$ cat src/rtl/mem_dump.sv
// Memory dump engine: streams a contiguous (wrapping) address range out of a
// synchronous-read memory through a 2-entry FIFO and keeps a 16-bit running checksum.
module mem_dump #(
  parameter int ADDR_W = 8,
  parameter int DATA_W = 16
) (
  input  logic              clock,
  input  logic              reset,
  input  logic              start,
  input  logic [ADDR_W-1:0] base_addr,
  input  logic [8:0]        length,
  output logic              mem_active,
  output logic              mem_re,
  output logic [ADDR_W-1:0] mem_addr,
  input  logic [DATA_W-1:0] mem_dout,
  output logic              out_valid,
  input  logic              out_ready,
  output logic [DATA_W-1:0] out_data,
  output logic [ADDR_W-1:0] out_addr,
  output logic              busy,
  output logic              done,
  output logic [15:0]       checksum
);

  typedef enum logic [1:0] {
    IDLE,
    RUN,
    FLUSH
  } stateT;

  stateT             state;
  logic [ADDR_W-1:0] readPtr;
  logic [8:0]        readCount;
  logic [8:0]        xferCount;

  logic              inFlight;
  logic [ADDR_W-1:0] flightAddr;

  logic [DATA_W-1:0] fifoData [2];
  logic [ADDR_W-1:0] fifoAddr [2];
  logic              wrIdx;
  logic              rdIdx;
  logic [1:0]        fifoCount;

  logic              push;
  logic              pop;
  logic [2:0]        pending;

  assign out_valid  = (fifoCount != 2'd0);
  assign out_data   = fifoData[rdIdx];
  assign out_addr   = fifoAddr[rdIdx];
  assign pop        = out_valid & out_ready;
  assign push       = inFlight;
  assign mem_addr   = readPtr;
  assign mem_active = busy;

  // Credit counts the word leaving this cycle as already gone, so a steady
  // consumer sees one word per cycle while the FIFO still never exceeds two.
  assign pending = {1'b0, fifoCount} + {2'b00, inFlight} - {2'b00, pop};

  always_comb begin
    mem_re = 1'b0;
    if (state == RUN && readCount != 9'd0 && pending < 3'd2)
      mem_re = 1'b1;
  end

  // Read pipeline: the memory returns data one cycle after mem_re, so the
  // address of the outstanding read travels alongside it into the FIFO.
  always_ff @(posedge clock or negedge reset) begin
    if (!reset) begin
      inFlight   <= 1'b0;
      flightAddr <= '0;
    end else begin
      inFlight <= mem_re;
      if (mem_re)
        flightAddr <= readPtr;
    end
  end

  always_ff @(posedge clock or negedge reset) begin
    if (!reset) begin
      for (int i = 0; i < 2; i++) begin
        fifoData[i] <= '0;
        fifoAddr[i] <= '0;
      end
      wrIdx     <= 1'b0;
      rdIdx     <= 1'b0;
      fifoCount <= 2'd0;
    end else begin
      if (push) begin
        fifoData[wrIdx] <= mem_dout;
        fifoAddr[wrIdx] <= flightAddr;
        wrIdx           <= ~wrIdx;
      end
      if (pop)
        rdIdx <= ~rdIdx;
      fifoCount <= fifoCount + {1'b0, push} - {1'b0, pop};
    end
  end

  always_ff @(posedge clock or negedge reset) begin
    if (!reset) begin
      state     <= IDLE;
      readPtr   <= '0;
      readCount <= 9'd0;
      xferCount <= 9'd0;
      checksum  <= 16'h0000;
      busy      <= 1'b0;
      done      <= 1'b0;
    end else begin
      done <= 1'b0;
      case (state)
        IDLE: begin
          if (start) begin
            checksum <= 16'h0000;
            if (length == 9'd0) begin
              done <= 1'b1;
            end else begin
              state     <= RUN;
              readPtr   <= base_addr;
              readCount <= length;
              xferCount <= length;
              busy      <= 1'b1;
            end
          end
        end
        RUN: begin
          if (mem_re) begin
            readPtr   <= readPtr + ADDR_W'(1);
            readCount <= readCount - 9'd1;
            if (readCount == 9'd1)
              state <= FLUSH;
          end
        end
        FLUSH: begin
        end
        default: state <= IDLE;
      endcase

      // The last word can only leave after its read was issued two edges
      // earlier, so this always lands in FLUSH and safely overrides the case.
      if (state != IDLE && pop) begin
        checksum  <= checksum + 16'(out_data);
        xferCount <= xferCount - 9'd1;
        if (xferCount == 9'd1) begin
          state <= IDLE;
          busy  <= 1'b0;
          done  <= 1'b1;
        end
      end
    end
  end

endmodule

$ cat config.mk
export PLATFORM = sky130hd
export DESIGN_NAME = mem_dump
export DESIGN_NICKNAME = d
export VERILOG_FILES = /design/src/rtl/mem_dump.sv
export SDC_FILE = /design/constraint.sdc
export NUM_CORES = 1
export LEC_CHECK = 0
export CAP_MARGIN = 25
export CORE_UTILIZATION = 35
export CTS_CLUSTER_DIAMETER = 60
export DETAILED_ROUTE_END_ITERATION = 16
export GPL_TIMING_DRIVEN = 0
export PLACE_DENSITY = 0.68
export SKIP_LAST_GASP = 1
export SLEW_MARGIN = 25
export SYNTH_ARGS = -nofsm -noshare
export SYNTH_HDL_FRONTEND = slang
export SYNTH_SLANG_ARGS = --single-unit
$ cat constraint.sdc
create_clock -name clock -period 5.6 [get_ports clock]
set_input_delay 0.56 -clock clock [delete_from_list [all_inputs] [get_ports clock]]
set_output_delay 0.56 -clock clock [all_outputs]
set_load 0.05 [all_outputs]
==> results of run 1 <==
metal layers:
metal  vias up  global-route usage  routed length [microns]
met5         -                   0                        0
met4         0              0.0692                      274
met3        21              0.0441                      800
met2       127               0.282                     6540
met1      2143               0.232                     6160
li1       2070                   -                        -
final cells by class:
class,instances,area [sq um],area share
repair buffers,90,920,0.130
multi-input cells,376,2740,0.387
clock buffers,9,225,0.0318
inverters,11,41.3,0.00584
well taps,211,264,0.0373
clock inverters,7,80.1,0.0113
plain buffers,24,131,0.0186
flip-flops and latches,107,2680,0.378
cells by family after synthesis:
group,share of synthesized area
simple gates,0.117
mux,0.163
buf+inv,0.0309
flops,0.479
xor+xnor,0.0235
compound gates,0.128
fa+ha+maj,0.0587
cells in the final DEF, fill, tap and decap left out, drive strengths merged, types with 4 or more instances in the layout:
master	n
a21oi	38
nand2	42
dfrtp	107
nor2	30
nand2b	7
ha	23
o22ai	5
o31ai	4
a31oi	5
xor2	9
inv	15
buf	8
a21o	8
nor2b	4
a211oi	5
and3	6
xnor2	6
nor3	13
clkbuf	27
o21ai	34
nand3	28
clkdlybuf4s50	88
mux2	80
per-stage QoR:
step / setup TNS [ns] / std cells / area [sq um] / hold WS, ns / setup WS, ns
6_report: 0 / 835 / 7080 / 0.120 / 0.804
3_3_place_gp: -22.85 / 818 / 6740 / 0.476 / -0.219
4_1_cts: 0 / 835 / 7080 / 0.127 / 0.721
3_5_place_dp: 0 / 819 / 6770 / 0.491 / 0.863
5_1_grt: 0 / 835 / 7080 / 0.136 / 0.542
2_1_floorplan: 0 / 518 / 5590 / 0.264 / 1.85
registers in the layout, indices dropped and copies added (netlist names):
name and count:
mem_addr 8, done 1, flightAddr 8, busy 1, readCount 9, fifoCount 2, fifoAddr 16, fifoData 32
inFlight 1, rdIdx 1, checksum 16, wrIdx 1, state 2, xferCount 9
synth_stat cells, drive strengths merged, types with 3 or more instances:
master	number
dfrtp	107
mux2	80
nand2	42
a21oi	38
o21ai	34
nor2	30
nand3	28
ha	23
clkbuf	18
nor3	13
inv	11
xor2	9
a21o	8
nand2b	7
and3	6
buf	6
xnor2	6
a211oi	5
a31oi	5
o22ai	5
nor2b	4
o31ai	4
a221o	3
o211ai	3
path summary, 6_finish.rpt:
check / from / end / slack, ns / cells after the start
min reg2reg: wrIdx$_DFFE_PN0P_ / wrIdx$_DFFE_PN0P_ / 0.50 / 1
max in group asynchronous: reset / readCount[1]$_DFFE_PN0P_ / 4.85 / 2
min: reset / fifoData[2]$_DFFE_PN0P_ / 0.12 / 1
min in group clock: wrIdx$_DFFE_PN0P_ / wrIdx$_DFFE_PN0P_ / 0.50 / 1
max: fifoCount[1]$_DFF_PN0_ / mem_re / 0.80 / 12
max reg2reg: rdIdx$_DFFE_PN0P_ / checksum[12]$_DFFE_PN0P_ / 1.46 / 12
==> impl_metrics.toml, run 1 <==
[global_routing]
grt_max_degree = 67
grt_use_total = 0.177
antenna_found_initial = 0
first_global_vias = 4433
grt_pass1_wl_mm = 22.6
gr-total-overflow = 0

[drt]
routed_wl_mm = 13.8
ant_nets = 0
viasPerCell = 5.22
drt_iter0_drc = 321
drc = 0
dr.pass1.iters = 4
vias = 4361
wl_per_cell_microns = 16.5

[sta]
slew_headroom = 0.483
period_share = 0.857
fmax_ghz = 0.208
skew_ns = 0.00978
maxSlewViolCount = 0
tightest_slew_ns = 0.776
min_period_ns = 4.80
rsz0062_at_grt = "no"
hold_violations = 0
setup_violations = 0

[synthesis]
yosysTopAreaCell = "dfrtp_1"
yosys_warnings = 0
synth_ff_type = "dfrtp_1"
syn_nets = 580
ys_seq_area_frac = 0.479
syn-instance-count = 518
syn_area_sq_mm = 0.00559
synthArstFlopShare = 1.00
syn_area_per_cell_sq_um = 10.8
synth_edf_count = 0
synth.ff_latch_count = 107
synth_area_leaders = "dfrtp_1 48%, mux2_2 16%, ha_1 5.2%"
synth.distinct_cells = 52
yosysTopAreaCellShare = 0.479

[clocking]
cts.reportedPaths.clkPinSlew_ns = 0.08
cts_resized = 0
cts_root_buffer = "clkbuf_16"
ctsLongestPathBuffers = 2
clock_latency_ns = 0.36
cts_setup_buffers = 0
cts_hold_buf = 0
cts_tree = "done"
htree_levels = 3
clock-sinks = 107
cts_made_buffers = 9

[setup_path]
slowest_delay_ns = 0.86
cpMaxStageDelayCell = "clkdlybuf4s50_1"
cp-start-kind = "register"
crit_type = "reg2out"
cpMostUsedCell = "inv_1"
end_kind = "output pin"
cp_cell_sequence = "or2_2 > nand2_1 > inv_1 > ha_1 > inv_1 > ha_1 > inv_1 > fa_1 > xor2_1 > a2111oi_1 > buf_2 > clkdlybuf4s50_1"
required_ns = 5.04
arrival_ns = 4.24
cp_top_family = "buffers and inverters"
path_buf_inv = 5
worst-path-max-fanout = 11

[floorplan]
start_util = 0.363
io_pins = 90
rows = 45
dieArea_sq_mm = 0.0165
fp.dieW_microns = 128
die-height_microns = 128
core_area_sq_mm = 0.0154

[run]
maxCapViolations = 0

[hold_path]
hp-class = "in2async"

[cells_and_area]
fillCellCount = 1442
drive_gt1_frac = 0.186
area_growth_pct = 26.7
nets = 681
postLayoutCoreUtil = 0.460
num_antenna_cells = 0

[placement]
dp_hpwl_mm = 10.2
gp_congestion = 0.853
io_buffers = 89

[status]
outcome = "finished clean"
Power of run 1 is left out: the tool's default activity adds up to more than one toggle a clock period on the data nets, which glitch-free logic cannot reach.
==> inputs of run 2 (changes only) <==
Settings changed: ABC_CLOCK_PERIOD_IN_PS set to 5600.
==> results of run 2 <==
Same layout as run 1: the final DEF is identical, and so are final timing and power.
Power of run 2 is left out for the same reason.
==> inputs of run 3 (changes only) <==
Settings changed: ABC_AREA set to 1, ABC_CLOCK_PERIOD_IN_PS 5600 to 4900.
Clock period 5.6 ns to 4.9 ns, I/O delays scaled along.
==> run 3 against run 2 <==
Effect of this change:
- die area grew 8.4%
- hold slack improved by 0.0033 ns
- global-route usage increased by 0.17 points
- sequential share of layout area shrank 2.6 points
- sequential cell count unchanged
- synthesized cell count increased by 51%
- count of clock-buffer cells in the layout unchanged
- register-to-register slack better by 0.78 ns
- area after synthesis up 8.6%
- via count up 21%
- largest cell class unchanged
- critical endpoint unchanged
- highest routed layer unchanged
- non-clock buffer count increased by 2
- critical path depth unchanged
==> impl_metrics.toml, run 3 <==
[global_routing]
gr-total-overflow = 0
first_global_vias = 4967
antenna_found_initial = 0
grt_max_degree = 67
grt_use_total = 0.179
grt_pass1_wl_mm = 25.2

[clocking]
cts_resized = 0
clock_latency_ns = 0.35
cts.reportedPaths.clkPinSlew_ns = 0.06
cts_tree = "done"
cts_hold_buf = 0
htree_levels = 3
cts_made_buffers = 9
ctsLongestPathBuffers = 2
clock-sinks = 107
cts_root_buffer = "clkbuf_16"
cts_setup_buffers = 0

[status]
outcome = "finished clean"

[sta]
min_period_ns = 3.98
rsz0062_at_grt = "no"
slew_headroom = 0.578
tightest_slew_ns = 0.633
fmax_ghz = 0.251
hold_violations = 0
holdWs_ns = 0.123
skew_ns = 0.00756
maxSlewViolCount = 0
period_share = 0.812
fin_tns_setup_ns = 0
setup_violations = 0

[setup_path]
cp-start-kind = "input pin"
arrival_ns = 3.49
end_kind = "output pin"
crit_type = "in2out"
required_ns = 4.41
worst-path-max-fanout = 8

[synthesis]
syn_area_sq_mm = 0.00607
synthArstFlopShare = 1.00
synth_edf_count = 0
yosys_warnings = 0
synth.distinct_cells = 36
synth_area_leaders = "dfrtp_1 44%, nand2_1 16%, o21ai_0 6.4%"
syn-instance-count = 784
synth_most_common_cell = "nand2_1"
synth_ff_type = "dfrtp_1"
synth.ff_latch_count = 107
ys_seq_area_frac = 0.441
syn_nets = 846
ys_top_cells_by_count = "257 x nand2_1, 107 x dfrtp_1, 103 x inv_1"
syn_area_per_cell_sq_um = 7.74
yosysTopAreaCell = "dfrtp_1"
yosysTopAreaCellShare = 0.441

[run]
maxCapViolations = 0

[cells_and_area]
drive_gt1_frac = 0.0888
largest_register_ffs = 32
final_cell_mix = "257 x nand2_1, 107 x dfrtp_1, 103 x inv_1"
layout_commonest_cell = "nand2_1"
area_growth_pct = 25.2
nets = 947
regMostFlops = "fifoData"
num_antenna_cells = 0
top_regs = "fifoData (32), checksum (16), fifoAddr (16)"

[drt]
viasPerCell = 4.76
wl_per_cell_microns = 13.7
drc = 0
routed_wl_mm = 15.3
vias = 5289
dr.pass1.iters = 5
drt_iter0_drc = 307
ant_nets = 0

[floorplan]
start_util = 0.362
core_area_sq_mm = 0.0168
die-height_microns = 134
fp.dieW_microns = 134
rows = 47
dieArea_sq_mm = 0.0179
io_pins = 90

[placement]
io_buffers = 89
dp_hpwl_mm = 11.4
gp_congestion = 0.873

[hold_path]
hp-class = "in2async"
[run 3: changes by cell type in the layout (fill, tap and decap cells not counted), sizes merged, moves of 9 or more]
cell   before  now
o21ai      34  104
inv        15  105
mux2       80   23
buf         8   17
a21oi      38   16
nand2      42  261
nand3      28   42
[run 3: path summary, 6_finish.rpt]
kind | from | endpoint | slack, ns | cells past startpoint
min in group clock | readCount[5]$_DFFE_PN0P_ | readCount[5]$_DFFE_PN0P_ | 0.48 | 2
max | out_ready | mem_re | 0.92 | 12
max in group asynchronous | reset | mem_addr[2]$_DFFE_PN0P_ | 4.14 | 2
min reg2reg | readCount[5]$_DFFE_PN0P_ | readCount[5]$_DFFE_PN0P_ | 0.48 | 2
max reg2reg | rdIdx$_DFFE_PN0P_ | checksum[14]$_DFFE_PN0P_ | 2.24 | 11
min | reset | fifoData[30]$_DFFE_PN0P_ | 0.12 | 1
[run 3: cell families after synthesis]
family | after synthesis | share of synthesized area
xor gates and xnor gates | 8 | 0.0116
AOI/OAI and AO/OA | 126 | 0.112
DFF | 107 | 0.441
muxes | 23 | 0.0427
buffers and inverters | 132 | 0.0891
adders and majority gates | 25 | 0.0540
and+or+nand+nor | 363 | 0.249
[run 3: through the flow]
stage,area [sq um],util,setup WS [ns],instances
after global routing,7590,0.453,0.758,1110
final,7590,0.453,0.919,1110
after detailed placement,7250,0.433,0.882,1094
after global placement,7230,0.432,-0.981,1093
after floorplan,6070,-,2.16,784
after CTS,7590,0.453,0.880,1110
[run 3: cell type report]
type	instances	area (sq um)
well taps	220	275
clock inverters	7	116
fillers	1671	9170
multi-input cells	545	2850
clock buffers	9	225
flip-flops and latches	107	2680
inverters	106	398
repair buffers	90	912
plain buffers	26	143
[run 3: critical path, stage by stage]
cell             delay, ns
clkdlybuf4s50_1       0.50
o21a_1                0.22
ha_1                  0.25
inv_1                 0.05
ha_1                  0.13
inv_1                 0.05
fa_1                  0.53
nand2_2               0.08
nor2_4                0.15
nand2_4               0.10
inv_1                 0.13
clkdlybuf4s50_1       0.82
[run 3: metal layers]
metal  track usage  vias to the layer above  wire [microns]
li1              -                     2695               -
met1         0.251                     2436            7380
met2         0.284                      150            6900
met3        0.0403                        8             863
met4        0.0335                        0             119
met5             0                        -               0
Power of run 3 is left out for the same reason.
